===== src/rtl/i2c_slave_byte_ctrl_pkg.sv =====
// Shared definitions for the I2C byte-level target: FSM state encodings,
// R/W bit position and the address-match helper.
package i2c_slave_byte_ctrl_pkg;

    typedef enum logic [2:0] {
        ST_IDLE      = 3'd0,
        ST_ADDR      = 3'd1,
        ST_ADDR_ACK  = 3'd2,
        ST_WRITE     = 3'd3,
        ST_WRITE_ACK = 3'd4,
        ST_READ      = 3'd5,
        ST_READ_ACK  = 3'd6,
        ST_IGNORE    = 3'd7
    } state_t;

    localparam int         RW_BIT   = 0;
    localparam logic [3:0] LAST_BIT = 4'd7;
    localparam logic [3:0] BYTE_LEN = 4'd8;

    // General call (0x00) never matches, even if the own address were zero.
    function automatic logic addr_match(input logic [7:0] addr_byte, input logic [6:0] own_addr);
        return (addr_byte[7:1] == own_addr) && (addr_byte[7:1] != 7'h00);
    endfunction

endpackage


===== src/rtl/i2c_slave_byte_ctrl_if.sv =====
// Pad-side I2C lines plus the local byte handshake of the I2C target.
interface i2c_slave_byte_ctrl_if;

    logic       scl_i;
    logic       sda_i;
    logic       sda_o;
    logic       sda_oen;
    logic       rx_nack;
    logic [7:0] tx_data;
    logic       rx_valid;
    logic [7:0] rx_data;
    logic       tx_req;
    logic       addr_hit;
    logic       addr_rw;
    logic       busy;
    logic       start_det;
    logic       stop_det;

    modport slave (
        input  scl_i, sda_i, rx_nack, tx_data,
        output sda_o, sda_oen, rx_valid, rx_data, tx_req,
               addr_hit, addr_rw, busy, start_det, stop_det
    );

    modport master (
        output scl_i, sda_i, rx_nack, tx_data,
        input  sda_o, sda_oen, rx_valid, rx_data, tx_req,
               addr_hit, addr_rw, busy, start_det, stop_det
    );

endinterface


===== src/rtl/i2c_slave_filter.sv =====
// Pad conditioner: 2-FF synchronizer, stability counter and registered
// edge pulses that coincide with the filtered level change.
module i2c_slave_filter #(
    parameter int FILTER_LEN = 3
) (
    input  logic clk,
    input  logic rst,
    input  logic pad,
    output logic level,
    output logic rise,
    output logic fall
);

    localparam logic [3:0] LAST = 4'(FILTER_LEN - 1);

    logic       sync1_reg;
    logic       sync2_reg;
    logic       level_reg;
    logic       rise_reg;
    logic       fall_reg;
    logic [3:0] cnt_reg;

    always_ff @(posedge clk or posedge rst) begin
        if (rst) begin
            sync1_reg <= 1'b1;
            sync2_reg <= 1'b1;
            level_reg <= 1'b1;
            rise_reg  <= 1'b0;
            fall_reg  <= 1'b0;
            cnt_reg   <= 4'd0;
        end else begin
            sync1_reg <= pad;
            sync2_reg <= sync1_reg;
            rise_reg  <= 1'b0;
            fall_reg  <= 1'b0;
            // Any sample equal to the current level restarts the stability count.
            if (sync2_reg == level_reg) begin
                cnt_reg <= 4'd0;
            end else if (cnt_reg == LAST) begin
                level_reg <= sync2_reg;
                rise_reg  <= sync2_reg;
                fall_reg  <= ~sync2_reg;
                cnt_reg   <= 4'd0;
            end else begin
                cnt_reg <= cnt_reg + 4'd1;
            end
        end
    end

    assign level = level_reg;
    assign rise  = rise_reg;
    assign fall  = fall_reg;

endmodule


===== src/rtl/i2c_slave_byte_ctrl.sv =====
// Byte-level I2C target: START/STOP detection, 7-bit address match, ACK
// generation and byte transfer to/from a local handshake. SDA is open-drain.
module i2c_slave_byte_ctrl
    import i2c_slave_byte_ctrl_pkg::*;
#(
    parameter logic [6:0] ADDR       = 7'h1A,
    parameter int         FILTER_LEN = 3
) (
    input logic                  clk,
    input logic                  rst,
    i2c_slave_byte_ctrl_if.slave bus
);

    // Index 0 is SCL, index 1 is SDA.
    logic [1:0] pad;
    logic [1:0] level;
    logic [1:0] rise;
    logic [1:0] fall;

    assign pad = {bus.sda_i, bus.scl_i};

    genvar gi;
    generate
        for (gi = 0; gi < 2; gi++) begin : g_filt
            i2c_slave_filter #(.FILTER_LEN(FILTER_LEN)) u_filt (
                .clk   (clk),
                .rst   (rst),
                .pad   (pad[gi]),
                .level (level[gi]),
                .rise  (rise[gi]),
                .fall  (fall[gi])
            );
        end
    endgenerate

    logic scl_f, sda_f, scl_rise, scl_fall, start_cond, stop_cond;
    assign scl_f      = level[0];
    assign sda_f      = level[1];
    assign scl_rise   = rise[0];
    assign scl_fall   = fall[0];
    assign start_cond = fall[1] & scl_f;
    assign stop_cond  = rise[1] & scl_f;

    state_t     state_reg;
    logic [3:0] bit_cnt_reg;
    logic [7:0] shift_reg;
    logic [7:0] tx_shift_reg;
    logic       ack_phase_reg;
    logic       nack_reg;
    logic       sda_oen_reg;
    logic [7:0] rx_data_reg;
    logic       addr_rw_reg;
    logic       busy_reg;
    logic       rx_valid_reg;
    logic       tx_req_reg;
    logic       addr_hit_reg;
    logic       start_det_reg;
    logic       stop_det_reg;

    logic [7:0] shift_next;
    assign shift_next = {shift_reg[6:0], sda_f};

    always_ff @(posedge clk or posedge rst) begin
        if (rst) begin
            state_reg     <= ST_IDLE;
            bit_cnt_reg   <= 4'd0;
            shift_reg     <= 8'h00;
            tx_shift_reg  <= 8'h00;
            ack_phase_reg <= 1'b0;
            nack_reg      <= 1'b0;
            sda_oen_reg   <= 1'b1;
            rx_data_reg   <= 8'h00;
            addr_rw_reg   <= 1'b0;
            busy_reg      <= 1'b0;
            rx_valid_reg  <= 1'b0;
            tx_req_reg    <= 1'b0;
            addr_hit_reg  <= 1'b0;
            start_det_reg <= 1'b0;
            stop_det_reg  <= 1'b0;
        end else begin
            rx_valid_reg  <= 1'b0;
            tx_req_reg    <= 1'b0;
            addr_hit_reg  <= 1'b0;
            start_det_reg <= 1'b0;
            stop_det_reg  <= 1'b0;

            if (start_cond) begin
                state_reg     <= ST_ADDR;
                bit_cnt_reg   <= 4'd0;
                ack_phase_reg <= 1'b0;
                sda_oen_reg   <= 1'b1;
                busy_reg      <= 1'b0;
                start_det_reg <= 1'b1;
            end else if (stop_cond) begin
                state_reg    <= ST_IDLE;
                sda_oen_reg  <= 1'b1;
                busy_reg     <= 1'b0;
                stop_det_reg <= 1'b1;
            end else begin
                case (state_reg)
                    ST_ADDR: begin
                        if (scl_rise) begin
                            shift_reg <= shift_next;
                            if (bit_cnt_reg == LAST_BIT) begin
                                bit_cnt_reg <= 4'd0;
                                if (addr_match(shift_next, ADDR)) begin
                                    addr_hit_reg  <= 1'b1;
                                    addr_rw_reg   <= shift_next[RW_BIT];
                                    busy_reg      <= 1'b1;
                                    ack_phase_reg <= 1'b0;
                                    state_reg     <= ST_ADDR_ACK;
                                end else begin
                                    state_reg <= ST_IGNORE;
                                end
                            end else begin
                                bit_cnt_reg <= bit_cnt_reg + 4'd1;
                            end
                        end
                    end

                    ST_ADDR_ACK: begin
                        if (scl_fall && !ack_phase_reg) begin
                            sda_oen_reg   <= 1'b0;
                            ack_phase_reg <= 1'b1;
                        end else if (scl_fall) begin
                            ack_phase_reg <= 1'b0;
                            bit_cnt_reg   <= 4'd0;
                            if (addr_rw_reg) begin
                                // First data bit goes out on the same edge as tx_req.
                                tx_req_reg   <= 1'b1;
                                tx_shift_reg <= bus.tx_data;
                                sda_oen_reg  <= bus.tx_data[7];
                                state_reg    <= ST_READ;
                            end else begin
                                sda_oen_reg <= 1'b1;
                                state_reg   <= ST_WRITE;
                            end
                        end
                    end

                    ST_WRITE: begin
                        if (scl_rise) begin
                            shift_reg <= shift_next;
                            if (bit_cnt_reg == LAST_BIT) begin
                                bit_cnt_reg   <= 4'd0;
                                rx_data_reg   <= shift_next;
                                rx_valid_reg  <= 1'b1;
                                nack_reg      <= bus.rx_nack;
                                ack_phase_reg <= 1'b0;
                                state_reg     <= ST_WRITE_ACK;
                            end else begin
                                bit_cnt_reg <= bit_cnt_reg + 4'd1;
                            end
                        end
                    end

                    ST_WRITE_ACK: begin
                        if (scl_fall && !ack_phase_reg) begin
                            sda_oen_reg   <= nack_reg;
                            ack_phase_reg <= 1'b1;
                        end else if (scl_fall) begin
                            sda_oen_reg   <= 1'b1;
                            ack_phase_reg <= 1'b0;
                            bit_cnt_reg   <= 4'd0;
                            if (nack_reg) begin
                                busy_reg  <= 1'b0;
                                state_reg <= ST_IGNORE;
                            end else begin
                                state_reg <= ST_WRITE;
                            end
                        end
                    end

                    ST_READ: begin
                        if (scl_rise) begin
                            bit_cnt_reg <= bit_cnt_reg + 4'd1;
                        end else if (scl_fall) begin
                            if (bit_cnt_reg == BYTE_LEN) begin
                                sda_oen_reg   <= 1'b1;
                                ack_phase_reg <= 1'b0;
                                state_reg     <= ST_READ_ACK;
                            end else begin
                                sda_oen_reg  <= tx_shift_reg[6];
                                tx_shift_reg <= {tx_shift_reg[6:0], 1'b0};
                            end
                        end
                    end

                    ST_READ_ACK: begin
                        if (scl_rise) begin
                            if (sda_f) begin
                                busy_reg  <= 1'b0;
                                state_reg <= ST_IGNORE;
                            end else begin
                                ack_phase_reg <= 1'b1;
                            end
                        end else if (scl_fall && ack_phase_reg) begin
                            ack_phase_reg <= 1'b0;
                            bit_cnt_reg   <= 4'd0;
                            tx_req_reg    <= 1'b1;
                            tx_shift_reg  <= bus.tx_data;
                            sda_oen_reg   <= bus.tx_data[7];
                            state_reg     <= ST_READ;
                        end
                    end

                    ST_IDLE, ST_IGNORE: begin
                        sda_oen_reg <= 1'b1;
                    end

                    default: begin
                        state_reg <= ST_IDLE;
                    end
                endcase
            end
        end
    end

    assign bus.sda_o     = 1'b0;
    assign bus.sda_oen   = sda_oen_reg;
    assign bus.rx_valid  = rx_valid_reg;
    assign bus.rx_data   = rx_data_reg;
    assign bus.tx_req    = tx_req_reg;
    assign bus.addr_hit  = addr_hit_reg;
    assign bus.addr_rw   = addr_rw_reg;
    assign bus.busy      = busy_reg;
    assign bus.start_det = start_det_reg;
    assign bus.stop_det  = stop_det_reg;

endmodule


===== src/flat_wrapper.sv =====
// flat-port wrapper written by rule: the top's interface ports become plain ports
module i2c_slave_byte_ctrl_flat import i2c_slave_byte_ctrl_pkg::*;
#(
    parameter logic [6:0] ADDR       = 7'h1A,
    parameter int         FILTER_LEN = 3
)
  (clk, rst, bus_scl_i, bus_sda_i, bus_rx_nack, bus_tx_data, bus_sda_o, bus_sda_oen, bus_rx_valid, bus_rx_data, bus_tx_req, bus_addr_hit, bus_addr_rw, bus_busy, bus_start_det, bus_stop_det);
  i2c_slave_byte_ctrl_if bus_i ();
  input logic clk;
  input logic rst;
  input wire logic [$bits(bus_i.scl_i)-1:0] bus_scl_i;
  input wire logic [$bits(bus_i.sda_i)-1:0] bus_sda_i;
  input wire logic [$bits(bus_i.rx_nack)-1:0] bus_rx_nack;
  input wire logic [$bits(bus_i.tx_data)-1:0] bus_tx_data;
  output wire logic [$bits(bus_i.sda_o)-1:0] bus_sda_o;
  output wire logic [$bits(bus_i.sda_oen)-1:0] bus_sda_oen;
  output wire logic [$bits(bus_i.rx_valid)-1:0] bus_rx_valid;
  output wire logic [$bits(bus_i.rx_data)-1:0] bus_rx_data;
  output wire logic [$bits(bus_i.tx_req)-1:0] bus_tx_req;
  output wire logic [$bits(bus_i.addr_hit)-1:0] bus_addr_hit;
  output wire logic [$bits(bus_i.addr_rw)-1:0] bus_addr_rw;
  output wire logic [$bits(bus_i.busy)-1:0] bus_busy;
  output wire logic [$bits(bus_i.start_det)-1:0] bus_start_det;
  output wire logic [$bits(bus_i.stop_det)-1:0] bus_stop_det;
  assign bus_i.scl_i = bus_scl_i;
  assign bus_i.sda_i = bus_sda_i;
  assign bus_i.rx_nack = bus_rx_nack;
  assign bus_i.tx_data = bus_tx_data;
  assign bus_sda_o = bus_i.sda_o;
  assign bus_sda_oen = bus_i.sda_oen;
  assign bus_rx_valid = bus_i.rx_valid;
  assign bus_rx_data = bus_i.rx_data;
  assign bus_tx_req = bus_i.tx_req;
  assign bus_addr_hit = bus_i.addr_hit;
  assign bus_addr_rw = bus_i.addr_rw;
  assign bus_busy = bus_i.busy;
  assign bus_start_det = bus_i.start_det;
  assign bus_stop_det = bus_i.stop_det;
  i2c_slave_byte_ctrl #(.ADDR(ADDR), .FILTER_LEN(FILTER_LEN)) u_core (.clk(clk), .rst(rst), .bus(bus_i));
endmodule

===== config.mk =====
export PLATFORM = sky130hd
export DESIGN_NAME = i2c_slave_byte_ctrl_flat
export DESIGN_NICKNAME = d
export VERILOG_FILES = /design/src/rtl/i2c_slave_byte_ctrl_pkg.sv /design/src/rtl/i2c_slave_byte_ctrl_if.sv /design/src/rtl/i2c_slave_filter.sv /design/src/rtl/i2c_slave_byte_ctrl.sv /design/src/flat_wrapper.sv
export SDC_FILE = /design/constraint.sdc
export NUM_CORES = 1
export LEC_CHECK = 0
export ABC_CLOCK_PERIOD_IN_PS = 2370
export BUFFER_PORTS_ARGS = -buffer_cell sky130_fd_sc_hd__buf_2
export CORE_ASPECT_RATIO = 1.1
export CORE_MARGIN = 2
export CORE_UTILIZATION = 30
export CTS_CLUSTER_SIZE = 16
export DETAILED_ROUTE_END_ITERATION = 10
export GPL_TIMING_DRIVEN = 0
export PLACE_DENSITY = 0.52
export SLEW_MARGIN = 20
export SYNTH_ARGS = -nofsm -noshare
export SYNTH_HDL_FRONTEND = slang
export SYNTH_SLANG_ARGS = --single-unit

===== constraint.sdc =====
create_clock -name clk -period 2.37 [get_ports clk]
set_input_delay 0.3555 -clock clk [delete_from_list [all_inputs] [get_ports clk]]
set_output_delay 0.3555 -clock clk [all_outputs]
set_load 0.01 [all_outputs]

==> tab_implementation.tex, run 1 <==
\begin{tabular}{lr}
\hline
Metric & Value \\
\hline
\multicolumn{2}{l}{\textbf{STA}} \\
Number of endpoints with negative hold slack in the final report & 0 \\
Worst clock skew & 0.0102 ns \\
Tcrit/Tclk final & 0.834 \\
Unrepaired setup endpoints after global routing & false \\
Final critical-path required period & 1.98 ns \\
Final-report max-slew violation count & 0 \\
Timing-limited maximum frequency & 506 MHz \\
Final setup viols & 0 \\
Final hold slack & 0.0490 ns \\
\multicolumn{2}{l}{\textbf{Worst setup path}} \\
Critical-path cell with the highest stage delay & sky130\_fd\_sc\_hd\_\_nor3\_1 \\
Arrival time reported for the critical path endpoint & 2.21 ns \\
Worst endpoint required time & 2.60 ns \\
Worst reg2reg path startpoint & u\_core.bit\_cnt\_reg[1] \\
Largest stage delay on the critical path & 0.42 ns \\
Crit path from & u\_core.bit\_cnt\_reg[1] \\
Cell family contributing the most delay on the critical path & simple AND/OR/NAND/NOR gates \\
Crit-path cells & ha\_1 -> nand3b\_1 -> nor3\_1 -> and3b\_1 -> mux2\_2 \\
Register-to-register setup slack & 0.39 ns \\
Depth of the most critical reg-to-reg path & 5 \\
Capture point of the critical path & u\_core.bus.addr\_rw \\
Maximum fanout along the worst path & 4 \\
Kind of start point of the critical path & flip-flop \\
Capture instance of the worst register-to-register path & u\_core.bus.addr\_rw \\
Crit. path cell count & 5 \\
Kind of end point of the critical path & flip-flop \\
Worst Path Class, Setup & flip-flop to flip-flop \\
Number of buffers and inverters on the critical path & 0 \\
\multicolumn{2}{l}{\textbf{Synth}} \\
Cell area after technology mapping & 0.00308 sq mm \\
Top post-synthesis cells by count & 50 x sky130\_fd\_sc\_hd\_\_dfrtp\_1, 20 x sky130\_fd\_sc\_hd\_\_nand2\_1, 17 x sky130\_fd\_sc\_hd\_\_nor2\_1 \\
EDFF count, synth & 0 \\
Cell type with the largest total area after synthesis & sky130\_fd\_sc\_hd\_\_dfrtp\_1 \\
Post-synthesis sequential area ratio & 0.466 \\
Top FF cell, synth & sky130\_fd\_sc\_hd\_\_dfrtp\_1 \\
Synth Warn \# & 0 \\
Syn\_area\_per\_cell & 11.0 sq um \\
Net Count, Synth & 300 \\
Main area contributors after synthesis & sky130\_fd\_sc\_hd\_\_dfrtp\_1 41\%, sky130\_fd\_sc\_hd\_\_mux2\_4 7.3\%, sky130\_fd\_sc\_hd\_\_dfstp\_2 6.0\% \\
Async set-reset flop share out of synthesis & 1.00 \\
Portion of synthesized cell area occupied by the leading cell type & 0.406 \\
Most frequent cell after synthesis & sky130\_fd\_sc\_hd\_\_dfrtp\_1 \\
Flops \& latches, synth & 57 \\
Yosys cell types & 65 \\
Instance count of the mapped netlist & 281 \\
\multicolumn{2}{l}{\textbf{Final layout}} \\
Area of combinational cells with multiple inputs & 0.00150 sq mm \\
Fill count & 994 \\
Register cell area after layout & 0.00144 sq mm \\
Count of inserted antenna diode cells & 0 \\
Ratio of cells with drive above 1 in the final layout & 0.319 \\
Layout net count & 340 \\
Syn-to-layout area delta & 16.8\% \\
Layout Cell Area excl Fill & 0.00360 sq mm \\
\multicolumn{2}{l}{\textbf{Power and ir drop}} \\
Switching share of power & 0.374 \\
Sequential share of power & 0.344 \\
Worst vdd ir & 0.445 mV \\
Leakage power total & 1.69 nW \\
Net switching component of the power & 1.45 mW \\
Clock group share of total power & 0.234 \\
Cell internal power dissipation & 2.42 mW \\
Combinational share of power & 0.422 \\
Power Dens Cells & 1070 mW/mm\^{}2 \\
\multicolumn{2}{l}{\textbf{Place}} \\
Buffers on Ports & 28 \\
Post-detailed-placement half-perimeter wirelength & 4680 um \\
Placed Instance Area & 0.00340 sq mm \\
Weighted congestion reported at the end of routability-driven placement & 0.914 \\
\multicolumn{2}{l}{\textbf{Drt}} \\
Number of iterations in the first detailed-routing pass & 4 \\
Wire length per cell after detailed routing & 15.3 um \\
Routed Wire Length & 6830 um \\
DRC viols & 0 \\
Violation count after the first detailed-route iteration & 228 \\
Post-DRT Antenna Nets & 0 \\
Vias per inst & 5.13 \\
Total via count in the routed design & 2289 \\
\multicolumn{2}{l}{\textbf{Clock network}} \\
Total of cells resized after clock tree synthesis & 0 \\
Post-CTS Hold Fix Bufs & 0 \\
Setup Fix Bufs, Post-CTS & 0 \\
Skew-Pair Late Insertion Delay & 0.34 ns \\
H-tree levels & 3 \\
CTS sink cnt & 57 \\
Register clock-pin slew on the reported worst setup and hold paths & 0.07 ns \\
Inserted Clock Buffers & 9 \\
Master cell of the clock root buffer & sky130\_fd\_sc\_hd\_\_clkbuf\_8 \\
Clock Path Buffers & 2 \\
CTS tree & done \\
\multicolumn{2}{l}{\textbf{GRT}} \\
Global Route Usage Sum & 0.135 \\
Number of antenna violations at the first check in global routing & 0 \\
Pin count of the biggest net entering global routing & 58 \\
Via count of the first global-routing pass & 2298 \\
Grt ovf & 0 \\
Wire length of the first global-routing pass & 11500 um \\
\multicolumn{2}{l}{\textbf{Floorplanning}} \\
Initial standard-cell utilization of the core & 0.310 \\
Vertical die dimension & 110 um \\
Total core area & 0.00994 sq mm \\
Row count & 38 \\
Die X & 101 um \\
I/O pin count & 30 \\
Overall die area & 0.0111 sq mm \\
\multicolumn{2}{l}{\textbf{Job}} \\
Number of max-cap violations & 0 \\
\multicolumn{2}{l}{\textbf{Worst hold path}} \\
Worst hold-check path type & input pin to async pin \\
\multicolumn{2}{l}{\textbf{Run status}} \\
Run status & complete, no violations \\
\hline
\end{tabular}
[stage by stage]
stage	instances	total power, mW	utilization	setup WS, ns	TNS, ns
final	446	3.87	0.362	0.394	0
after floorplan	281	2.60	-	0.626	0
after CTS	446	3.89	0.362	0.379	0
after detailed placement	430	2.96	0.342	0.439	0
after global routing	446	4.15	0.362	0.205	0
after global placement	429	2.96	0.339	-0.183	-9.02
[power by group through the flow]
stage | Clock (mW) | Combinational [mW] | Sequential (mW)
floorplan | 0 | 1.29 | 1.31
global placement | 0 | 1.61 | 1.34
detailed placement | 0 | 1.61 | 1.35
CTS | 0.932 | 1.62 | 1.33
global route | 0.977 | 1.81 | 1.36
finish | 0.905 | 1.63 | 1.33
[worst min-delay path by stage]
stage               slack (ns)  cells past startpoint                               from                            endpoint
floorplan                 0.35                      0  u_core.g_filt[0].u_filt.sync1_reg   u_core.g_filt[0].u_filt.sync2_reg
global placement          0.35                      0  u_core.g_filt[0].u_filt.sync1_reg   u_core.g_filt[0].u_filt.sync2_reg
detailed placement        0.35                      0  u_core.g_filt[0].u_filt.sync1_reg   u_core.g_filt[0].u_filt.sync2_reg
CTS                       0.07                      3                                rst  u_core.g_filt[1].u_filt.cnt_reg[2]
global route              0.07                      3                                rst  u_core.g_filt[1].u_filt.cnt_reg[0]
finish                    0.05                      3                                rst  u_core.g_filt[1].u_filt.cnt_reg[0]
[placed cells by master (no fill, tap or decap), types with 3 or more instances in the layout]
cell                       synthesis  routed
sky130_fd_sc_hd__buf_4             7       7
sky130_fd_sc_hd__nor3_1            4       4
sky130_fd_sc_hd__nor2_1           17      17
sky130_fd_sc_hd__nand2b_1          7       7
sky130_fd_sc_hd__a21oi_1           9       9
sky130_fd_sc_hd__xor2_1            4       4
sky130_fd_sc_hd__dfstp_2           7       7
sky130_fd_sc_hd__dfrtp_1          50      50
sky130_fd_sc_hd__o21ai_0          15      15
sky130_fd_sc_hd__mux2i_1           3       3
sky130_fd_sc_hd__mux2_1            5       5
sky130_fd_sc_hd__nor3b_1           4       4
sky130_fd_sc_hd__xnor2_1           3       3
sky130_fd_sc_hd__clkbuf_1          2       3
sky130_fd_sc_hd__buf_2             4      32
sky130_fd_sc_hd__inv_1            13      12
sky130_fd_sc_hd__nand2_1          20      20
sky130_fd_sc_hd__ha_1              6       6
sky130_fd_sc_hd__o21ai_1           3       3
sky130_fd_sc_hd__and3b_1           3       3
sky130_fd_sc_hd__a211oi_1          4       4
sky130_fd_sc_hd__clkbuf_8          0      10
sky130_fd_sc_hd__nand3_1           7       7
sky130_fd_sc_hd__mux2_4           15      15
sky130_fd_sc_hd__mux2_2           12      12
[final cells by class]
class                   count  area share
flip-flops and latches     57       0.399
multi-input cells         196       0.416
plain buffers              15      0.0285
repair buffers             29      0.0466
inverters                  13      0.0143
well taps                 120      0.0417
clock buffers              11      0.0393
clock inverters             5      0.0153
[logic make-up (layout without fill, tap and decap cells)]
logic type	count (synthesis)	after routing	synth area share
muxes	35	35	0.145
adders and majority gates	6	6	0.0244
xor gates and xnor gates	7	7	0.0199
AOI/OAI and AO/OA	65	65	0.151
DFF	57	57	0.466
and+or+nand+nor	82	82	0.144
other	1	1	0.00122
buffers and inverters	28	73	0.0491
[worst reg2reg max path, stage by stage (launching register included)]
cell and delay [ns]:
sky130_fd_sc_hd__dfrtp_1 0.38, sky130_fd_sc_hd__ha_1 0.24, sky130_fd_sc_hd__nand3b_1 0.20, sky130_fd_sc_hd__nor3_1 0.42
sky130_fd_sc_hd__and3b_1 0.28, sky130_fd_sc_hd__mux2_2 0.35
[metal layers]
metal | global-route usage | routed length (um)
met1 | 0.172 | 3000
met2 | 0.214 | 3260
met3 | 0.0277 | 373
met4 | 0.0705 | 191
met5 | 0 | 0
Power figures use the tool's default switching activity.
==> run 2: changes to the inputs <==
--- a/config.mk
+++ b/config.mk
@@ -5,7 +5,7 @@
 export SDC_FILE = /design/constraint.sdc
 export NUM_CORES = 1
 export LEC_CHECK = 0
-export ABC_CLOCK_PERIOD_IN_PS = 2370
+export ABC_CLOCK_PERIOD_IN_PS = 2100
 export BUFFER_PORTS_ARGS = -buffer_cell sky130_fd_sc_hd__buf_2
 export CORE_ASPECT_RATIO = 1.1
 export CORE_MARGIN = 2
==> constraint.sdc (replaced) <==
create_clock -name clk -period 2.1 [get_ports clk]
set_input_delay 0.315 -clock clk [delete_from_list [all_inputs] [get_ports clk]]
set_output_delay 0.315 -clock clk [all_outputs]
set_load 0.01 [all_outputs]
==> tab_implementation.tex, run 2 (synthesis results as in run 1) <==
\begin{tabular}{lr}
\hline
Metric & Value \\
\hline
\multicolumn{2}{l}{\textbf{Run status}} \\
Run status & complete, no violations \\
\multicolumn{2}{l}{\textbf{Job}} \\
Number of max-cap violations & 0 (unchanged) \\
\multicolumn{2}{l}{\textbf{Worst setup path}} \\
Cell family contributing the most delay on the critical path & simple AND/OR/NAND/NOR gates \\
Largest stage delay on the critical path & 0.38 ns (-0.04 ns) \\
Depth of the most critical reg-to-reg path & 5 (unchanged) \\
Capture instance of the worst register-to-register path & u\_core.bus.addr\_rw \\
Worst endpoint required time & 2.33 ns (-0.27 ns) \\
Maximum fanout along the worst path & 4 (unchanged) \\
Register-to-register setup slack & 0.20 ns (-0.20 ns) \\
Critical-path cell with the highest stage delay & sky130\_fd\_sc\_hd\_\_dfrtp\_1 \\
Kind of start point of the critical path & flip-flop \\
Kind of end point of the critical path & flip-flop \\
Worst reg2reg path startpoint & u\_core.bit\_cnt\_reg[1] \\
Number of buffers and inverters on the critical path & 0 (unchanged) \\
Worst Path Class, Setup & flip-flop to flip-flop \\
Crit-path cells & ha\_1 -> nand3b\_1 -> nor3\_2 -> and3b\_1 -> mux2\_2 \\
Arrival time reported for the critical path endpoint & 2.13 ns (-0.08 ns) \\
\multicolumn{2}{l}{\textbf{STA}} \\
Number of endpoints with negative hold slack in the final report & 0 (unchanged) \\
Unrepaired setup endpoints after global routing & false \\
Timing-limited maximum frequency & 526 MHz (+3.9\%) \\
Final setup viols & 0 (unchanged) \\
Total Neg Setup Slack & 0 ns (unchanged) \\
Final-report max-slew violation count & 0 (unchanged) \\
Tcrit/Tclk final & 0.905 (+0.0718) \\
Worst clock skew & 0.0102 ns (+0.000000200 ns) \\
Final critical-path required period & 1.90 ns (-0.0743 ns) \\
\multicolumn{2}{l}{\textbf{Drt}} \\
Routed Wire Length & 6830 um (about the same) \\
DRC viols & 0 (unchanged) \\
Wire length per cell after detailed routing & 15.3 um (about the same) \\
Total via count in the routed design & 2309 (+0.87\%) \\
Number of iterations in the first detailed-routing pass & 4 (unchanged) \\
Post-DRT Antenna Nets & 0 (unchanged) \\
Vias per inst & 5.18 (+0.87\%) \\
Violation count after the first detailed-route iteration & 180 (-21\%) \\
\multicolumn{2}{l}{\textbf{GRT}} \\
Number of antenna violations at the first check in global routing & 0 (unchanged) \\
Grt ovf & 0 (unchanged) \\
Peak-usage layer in the global routing report & met2 \\
Wire length of the first global-routing pass & 11500 um (unchanged) \\
Global Route Usage Sum & 0.135 (unchanged) \\
GR met2 Demand/Resource & 0.214 (unchanged) \\
Global-route track usage on met1 & 0.172 (unchanged) \\
Pin count of the biggest net entering global routing & 58 (unchanged) \\
Via count of the first global-routing pass & 2298 (unchanged) \\
Met3 track utilization from global routing & 0.0277 (unchanged) \\
\multicolumn{2}{l}{\textbf{Place}} \\
Buffers on Ports & 28 (unchanged) \\
Post-detailed-placement half-perimeter wirelength & 4680 um (unchanged) \\
Placed Instance Area & 0.00340 sq mm (unchanged) \\
Weighted congestion reported at the end of routability-driven placement & 0.914 (unchanged) \\
Cell count after placement & 430 (unchanged) \\
\multicolumn{2}{l}{\textbf{Power and ir drop}} \\
Power Dens Cells & 1210 mW/mm\^{}2 (+13\%) \\
Leakage power total & 1.69 nW (about the same) \\
Worst vdd ir & 0.503 mV (+13\%) \\
\multicolumn{2}{l}{\textbf{Final layout}} \\
Most frequent standard cell in the layout excluding fill and tap cells & sky130\_fd\_sc\_hd\_\_dfrtp\_1 \\
Commonest cells after routing, fill and taps aside & 50 x sky130\_fd\_sc\_hd\_\_dfrtp\_1, 32 x sky130\_fd\_sc\_hd\_\_buf\_2, 20 x sky130\_fd\_sc\_hd\_\_nand2\_1, 17 x sky130\_fd\_sc\_hd\_\_nor2\_1 \\
Syn-to-layout area delta & 16.9\% \\
Fill count & 993 (-0.10\%) \\
Final standard cell count with taps included and fillers excluded & 446 (unchanged) \\
Ratio of cells with drive above 1 in the final layout & 0.322 (+0.00307) \\
Layout net count & 340 (unchanged) \\
Util after Layout & 0.363 (+0.000504) \\
Count of inserted antenna diode cells & 0 (unchanged) \\
Layout Cell Area excl Fill & 0.00360 sq mm (+0.14\%) \\
\multicolumn{2}{l}{\textbf{Clock network}} \\
Clock Path Buffers & 2 (unchanged) \\
Skew-Pair Late Insertion Delay & 0.34 ns (about the same) \\
CTS sink cnt & 57 (unchanged) \\
H-tree levels & 3 (unchanged) \\
Setup Fix Bufs, Post-CTS & 0 (unchanged) \\
CTS tree & done \\
Register clock-pin slew on the reported worst setup and hold paths & 0.07 ns (about the same) \\
Inserted Clock Buffers & 9 (unchanged) \\
Master cell of the clock root buffer & sky130\_fd\_sc\_hd\_\_clkbuf\_8 \\
Total of cells resized after clock tree synthesis & 0 (unchanged) \\
Post-CTS Hold Fix Bufs & 0 (unchanged) \\
\multicolumn{2}{l}{\textbf{Floorplanning}} \\
Row count & 38 (unchanged) \\
Die X & 101 um (unchanged) \\
I/O pin count & 30 (unchanged) \\
Total core area & 0.00994 sq mm (unchanged) \\
Vertical die dimension & 110 um (unchanged) \\
Initial standard-cell utilization of the core & 0.310 (unchanged) \\
Overall die area & 0.0111 sq mm (unchanged) \\
\multicolumn{2}{l}{\textbf{Worst hold path}} \\
Worst hold-check path type & input pin to async pin \\
\hline
\end{tabular}
==> run 2: changes by cell type in the layout (fill, tap and decap cells not counted) <==
cell | previous run | this run
sky130_fd_sc_hd__nor3_1 | 4 | 3
sky130_fd_sc_hd__nor3_2 | 0 | 1
==> run 2: routing by layer <==
layer	wire length, um	vias up
met5	0	-
met4	191	0
met3	330	15
met2	3270	64
met1	3030	1142
li1	-	1088
==> run 2: stage by stage <==
stage	power (mW)	hold WS, ns	setup slack (ns)
floorplan	2.93	0.319	0.356
global placement	3.34	0.347	-0.413
detailed placement	3.34	0.347	0.169
CTS	4.38	0.0295	0.109
global route	4.68	0.0305	0.0242
finish	4.36	0.00726	0.198
==> run 2: cell type report <==
| type | instances | area [sq um] | share of cell area |
|---|---|---|---|
| Clock buffer | 11 | 141 | 0.0392 |
| Inverter | 13 | 51.3 | 0.0142 |
| Tap cell | 120 | 150 | 0.0417 |
| Timing Repair Buffer | 29 | 168 | 0.0465 |
| Multi-Input combinational cell | 196 | 1500 | 0.417 |
| Buffer | 15 | 103 | 0.0285 |
| Clock inverter | 5 | 55.1 | 0.0153 |
| Sequential cell | 57 | 1440 | 0.398 |
==> run 2: worst max path at each step <==
stage | startpoint | cells past startpoint | to
floorplan | u_core.g_filt[0].u_filt.level | 7 | u_core.bus.rx_data[0]
global placement | rst | 2 | u_core.tx_shift_reg[5]
detailed placement | u_core.bit_cnt_reg[1] | 5 | u_core.bus.addr_rw
CTS | u_core.bit_cnt_reg[1] | 5 | u_core.bus.addr_rw
global route | u_core.bit_cnt_reg[1] | 6 | u_core.state_reg[0]
finish | u_core.bit_cnt_reg[1] | 5 | u_core.bus.addr_rw
==> run 2: tightest hold or removal path: cells and delay by family <==
| kind | cells | cell delay [ns] |
|---|---|---|
| buffers and inverters | 3 | 0.42 |
==> run 2: power breakdown <==
part / total (mW) / internal (mW) / switching [mW]
Sequential: 1.50 / 1.33 / 0.170
Clock: 1.02 / 0.576 / 0.444
Combinational: 1.84 / 0.826 / 1.02
==> run 3: changes to the inputs <==
--- a/config.mk
+++ b/config.mk
@@ -17,4 +17,5 @@
 export SLEW_MARGIN = 20
 export SYNTH_ARGS = -nofsm -noshare
 export SYNTH_HDL_FRONTEND = slang
+export SYNTH_HIERARCHICAL = 1
 export SYNTH_SLANG_ARGS = --single-unit
==> tab_implementation.tex, run 3 <==
\begin{tabular}{lr}
\hline
Metric & Value \\
\hline
\multicolumn{2}{l}{\textbf{Run status}} \\
Run status & complete, no violations \\
\multicolumn{2}{l}{\textbf{Synth}} \\
Cell type with the largest total area after synthesis & sky130\_fd\_sc\_hd\_\_dfrtp\_1 \\
Top FF cell, synth & sky130\_fd\_sc\_hd\_\_dfrtp\_1 \\
Net Count, Synth & 303 (+1.0\%) \\
Flops \& latches, synth & 57 (unchanged) \\
Cell area after technology mapping & 0.00305 sq mm (-1.2\%) \\
Top post-synthesis cells by count & 50 x sky130\_fd\_sc\_hd\_\_dfrtp\_1, 25 x sky130\_fd\_sc\_hd\_\_nand2\_1, 22 x sky130\_fd\_sc\_hd\_\_o21ai\_0 \\
Syn\_area\_per\_cell & 10.6 sq um (-3.6\%) \\
EDFF count, synth & 0 (unchanged) \\
Main area contributors after synthesis & sky130\_fd\_sc\_hd\_\_dfrtp\_1 41\%, sky130\_fd\_sc\_hd\_\_dfstp\_2 6.0\%, sky130\_fd\_sc\_hd\_\_mux2\_4 4.4\% \\
Most frequent cell after synthesis & sky130\_fd\_sc\_hd\_\_dfrtp\_1 \\
Post-synthesis sequential area ratio & 0.471 (+0.00574) \\
Async set-reset flop share out of synthesis & 1.00 (unchanged) \\
Portion of synthesized cell area occupied by the leading cell type & 0.411 (+0.00500) \\
Yosys cell types & 64 (-1.5\%) \\
Instance count of the mapped netlist & 288 (+2.5\%) \\
Synth Warn \# & 6 (+6) \\
\multicolumn{2}{l}{\textbf{Final layout}} \\
Commonest cells after routing, fill and taps aside & 50 x sky130\_fd\_sc\_hd\_\_dfrtp\_1, 33 x sky130\_fd\_sc\_hd\_\_buf\_2, 25 x sky130\_fd\_sc\_hd\_\_nand2\_1, 22 x sky130\_fd\_sc\_hd\_\_o21ai\_0, 21 x sky130\_fd\_sc\_hd\_\_nor2\_1 \\
Count of inserted antenna diode cells & 0 (unchanged) \\
Util after Layout & 0.357 (-0.00572) \\
Register cell area after layout & 0.00144 sq mm (unchanged) \\
Layout Cell Area excl Fill & 0.00353 sq mm (-2.0\%) \\
Layout net count & 344 (+1.2\%) \\
Fill count & 1019 (+2.6\%) \\
Syn-to-layout area delta & 15.9\% \\
Area of combinational cells with multiple inputs & 0.00146 sq mm (-2.9\%) \\
Most frequent standard cell in the layout excluding fill and tap cells & sky130\_fd\_sc\_hd\_\_dfrtp\_1 \\
Ratio of cells with drive above 1 in the final layout & 0.308 (-0.0137) \\
\multicolumn{2}{l}{\textbf{Clock network}} \\
Clock Path Buffers & 2 (unchanged) \\
CTS sink cnt & 57 (unchanged) \\
Post-CTS Hold Fix Bufs & 1 (+1) \\
Inserted Clock Buffers & 9 (unchanged) \\
Setup Fix Bufs, Post-CTS & 0 (unchanged) \\
Total of cells resized after clock tree synthesis & 0 (unchanged) \\
CTS tree & done \\
Master cell of the clock root buffer & sky130\_fd\_sc\_hd\_\_clkbuf\_8 \\
Register clock-pin slew on the reported worst setup and hold paths & 0.06 ns (about the same) \\
H-tree levels & 3 (unchanged) \\
Skew-Pair Late Insertion Delay & 0.34 ns (about the same) \\
\multicolumn{2}{l}{\textbf{GRT}} \\
Via count of the first global-routing pass & 2195 (-4.5\%) \\
Global Route Usage Sum & 0.130 (-0.00490) \\
Pin count of the biggest net entering global routing & 25 (-57\%) \\
Wire length of the first global-routing pass & 10800 um (-6.0\%) \\
Number of antenna violations at the first check in global routing & 0 (unchanged) \\
Global-route track usage on met1 & 0.168 (-0.00490) \\
Peak-usage layer in the global routing report & met2 \\
GR met2 Demand/Resource & 0.193 (-0.0212) \\
Met3 track utilization from global routing & 0.0420 (+0.0142) \\
Grt ovf & 0 (unchanged) \\
\multicolumn{2}{l}{\textbf{Floorplanning}} \\
Die X & 100 um (-0.59\%) \\
I/O pin count & 30 (unchanged) \\
Overall die area & 0.0110 sq mm (-1.2\%) \\
Initial standard-cell utilization of the core & 0.308 (-0.00230) \\
Total core area & 0.00989 sq mm (-0.48\%) \\
Row count & 38 (unchanged) \\
Vertical die dimension & 110 um (-0.59\%) \\
\multicolumn{2}{l}{\textbf{Place}} \\
Placement Setup Slack & 0.190 ns (+0.0214 ns) \\
Buffers on Ports & 28 (unchanged) \\
Post-detailed-placement half-perimeter wirelength & 4560 um (-2.5\%) \\
Weighted congestion reported at the end of routability-driven placement & 0.910 (-0.46\%) \\
Placed Instance Area & 0.00336 sq mm (-1.4\%) \\
\multicolumn{2}{l}{\textbf{STA}} \\
Worst clock skew & 0.0136 ns (+0.00337 ns) \\
Transition at the pin with the smallest max-transition slack & 0.853 ns \\
Final setup viols & 0 (unchanged) \\
Crit path setup slack, layout & 0.186 ns (-0.0128 ns) \\
Number of endpoints with negative hold slack in the final report & 0 (unchanged) \\
Final-report max-slew violation count & 0 (unchanged) \\
Unrepaired setup endpoints after global routing & false \\
Total Neg Setup Slack & 0 ns (unchanged) \\
Tcrit/Tclk final & 0.912 (+0.00610) \\
Final critical-path required period & 1.91 ns (+0.0128 ns) \\
Timing-limited maximum frequency & 522 MHz (-0.67\%) \\
Slew HR & 0.425 \\
\multicolumn{2}{l}{\textbf{Power and ir drop}} \\
Combinational share of power & 0.364 (-0.058) \\
Power Dens Cells & 1060 mW/mm\^{}2 (-12\%) \\
Leakage power total & 1.71 nW (+1.3\%) \\
Clock group share of total power & 0.232 (-0.002) \\
Switching share of power & 0.367 (-0.00702) \\
Cell internal power dissipation & 2.38 mW (-13\%) \\
Net switching component of the power & 1.38 mW (-16\%) \\
Final total power & 3.76 mW (-14\%) \\
Worst vdd ir & 0.274 mV (-46\%) \\
Sequential share of power & 0.404 (+0.060) \\
\multicolumn{2}{l}{\textbf{Drt}} \\
DRC viols & 0 (unchanged) \\
Routed Wire Length & 6420 um (-6.0\%) \\
Vias per inst & 4.93 (-4.8\%) \\
Total via count in the routed design & 2238 (-3.1\%) \\
Post-DRT Antenna Nets & 0 (unchanged) \\
Number of iterations in the first detailed-routing pass & 4 (unchanged) \\
Violation count after the first detailed-route iteration & 106 (-41\%) \\
Wire length per cell after detailed routing & 14.1 um (-7.6\%) \\
\multicolumn{2}{l}{\textbf{Worst hold path}} \\
Worst hold-check path type & input pin to flip-flop \\
\multicolumn{2}{l}{\textbf{Worst setup path}} \\
Largest stage delay on the critical path & 0.42 ns (+0.04 ns) \\
Kind of end point of the critical path & flip-flop \\
Crit-path cells & ha\_1 -> nand3b\_1 -> a22oi\_1 -> nor3\_2 -> a31oi\_1 -> mux2i\_1 -> nor2\_1 \\
Worst Path Class, Setup & flip-flop to flip-flop \\
Cell family contributing the most delay on the critical path & simple AND/OR/NAND/NOR gates \\
Arrival time reported for the critical path endpoint & 2.13 ns (about the same) \\
Maximum fanout along the worst path & 6 (+2) \\
Critical-path cell with the highest stage delay & sky130\_fd\_sc\_hd\_\_dfrtp\_1 \\
Kind of start point of the critical path & flip-flop \\
Number of buffers and inverters on the critical path & 0 (unchanged) \\
Worst endpoint required time & 2.31 ns (-0.02 ns) \\
\multicolumn{2}{l}{\textbf{Job}} \\
Number of max-cap violations & 0 (unchanged) \\
\hline
\end{tabular}
[run 3: cell types whose count changed in the layout (fill, tap and decap cells not counted), sizes merged, moves of 3 or more]
cell    change
ha          -4
nand2b      -3
nor2        +4
mux2i       +7
o21ai       +7
nand2       +7
nor2b       +6
a31oi       +4
mux2       -14
[run 3: final cells by class]
| cell class | instances | area share |
|---|---|---|
| plain buffers | 15 | 0.0305 |
| clock buffers | 12 | 0.0411 |
| clock inverters | 4 | 0.00567 |
| inverters | 12 | 0.0128 |
| multi-input cells | 204 | 0.413 |
| flip-flops and latches | 57 | 0.406 |
| well taps | 120 | 0.0425 |
| repair buffers | 30 | 0.0482 |
[run 3: worst paths after layout]
kind / startpoint / endpoint / slack [ns] / cells past startpoint
setup / recovery: u_core/bit_cnt_reg[0] / u_core/state_reg[1] / 0.19 / 7
hold / removal: bus_sda_i / u_core/g_filt[1].u_filt/sync1_reg / 0.08 / 1
setup reg to reg: u_core/bit_cnt_reg[0] / u_core/state_reg[1] / 0.19 / 7
hold reg to reg: u_core/g_filt[0].u_filt/sync1_reg / u_core/g_filt[0].u_filt/sync2_reg / 0.36 / 0
max in group asynchronous: rst / u_core/bus.rx_data[7] / 1.11 / 4
min in group asynchronous: rst / u_core/g_filt[1].u_filt/cnt_reg[2] / 0.50 / 3
[run 3: logic make-up after synthesis]
logic type | share of synthesized area
flops | 0.471
buf+inv | 0.0501
mux | 0.111
fa+ha+maj | 0.00822
compound gates | 0.145
simple gates | 0.196
xor+xnor | 0.0173
other cells | 0.00123
[run 3: worst register-to-register path: stages, from the launching register on]
cell                       delay [ns]
sky130_fd_sc_hd__dfrtp_1         0.42
sky130_fd_sc_hd__ha_1            0.25
sky130_fd_sc_hd__nand3b_1        0.18
sky130_fd_sc_hd__a22oi_1         0.13
sky130_fd_sc_hd__nor3_2          0.41
sky130_fd_sc_hd__a31oi_1         0.09
sky130_fd_sc_hd__mux2i_1         0.24
sky130_fd_sc_hd__nor2_1          0.07
[run 3: routing by layer]
layer | up-vias | share of wire
met5 | - | 0
met4 | 0 | 0.029
met3 | 15 | 0.049
met2 | 72 | 0.45
met1 | 1051 | 0.47
li1 | 1100 | -
[run 3: power by group through the flow]
stage | registers (mW) | logic, mW | clock network, mW
2_1_floorplan | 1.49 | 1.08 | 0
3_3_place_gp | 1.53 | 1.35 | 0
3_5_place_dp | 1.53 | 1.36 | 0
4_1_cts | 1.51 | 1.37 | 0.913
5_1_grt | 1.55 | 1.52 | 0.980
6_report | 1.52 | 1.37 | 0.872
[run 3: metrics by stage]
step           cells  hold WS, ns
6_report         454       0.0769
2_1_floorplan    288        0.141
3_5_place_dp     437        0.320
3_3_place_gp     436        0.303
5_1_grt          454       0.0469
4_1_cts          454       0.0599
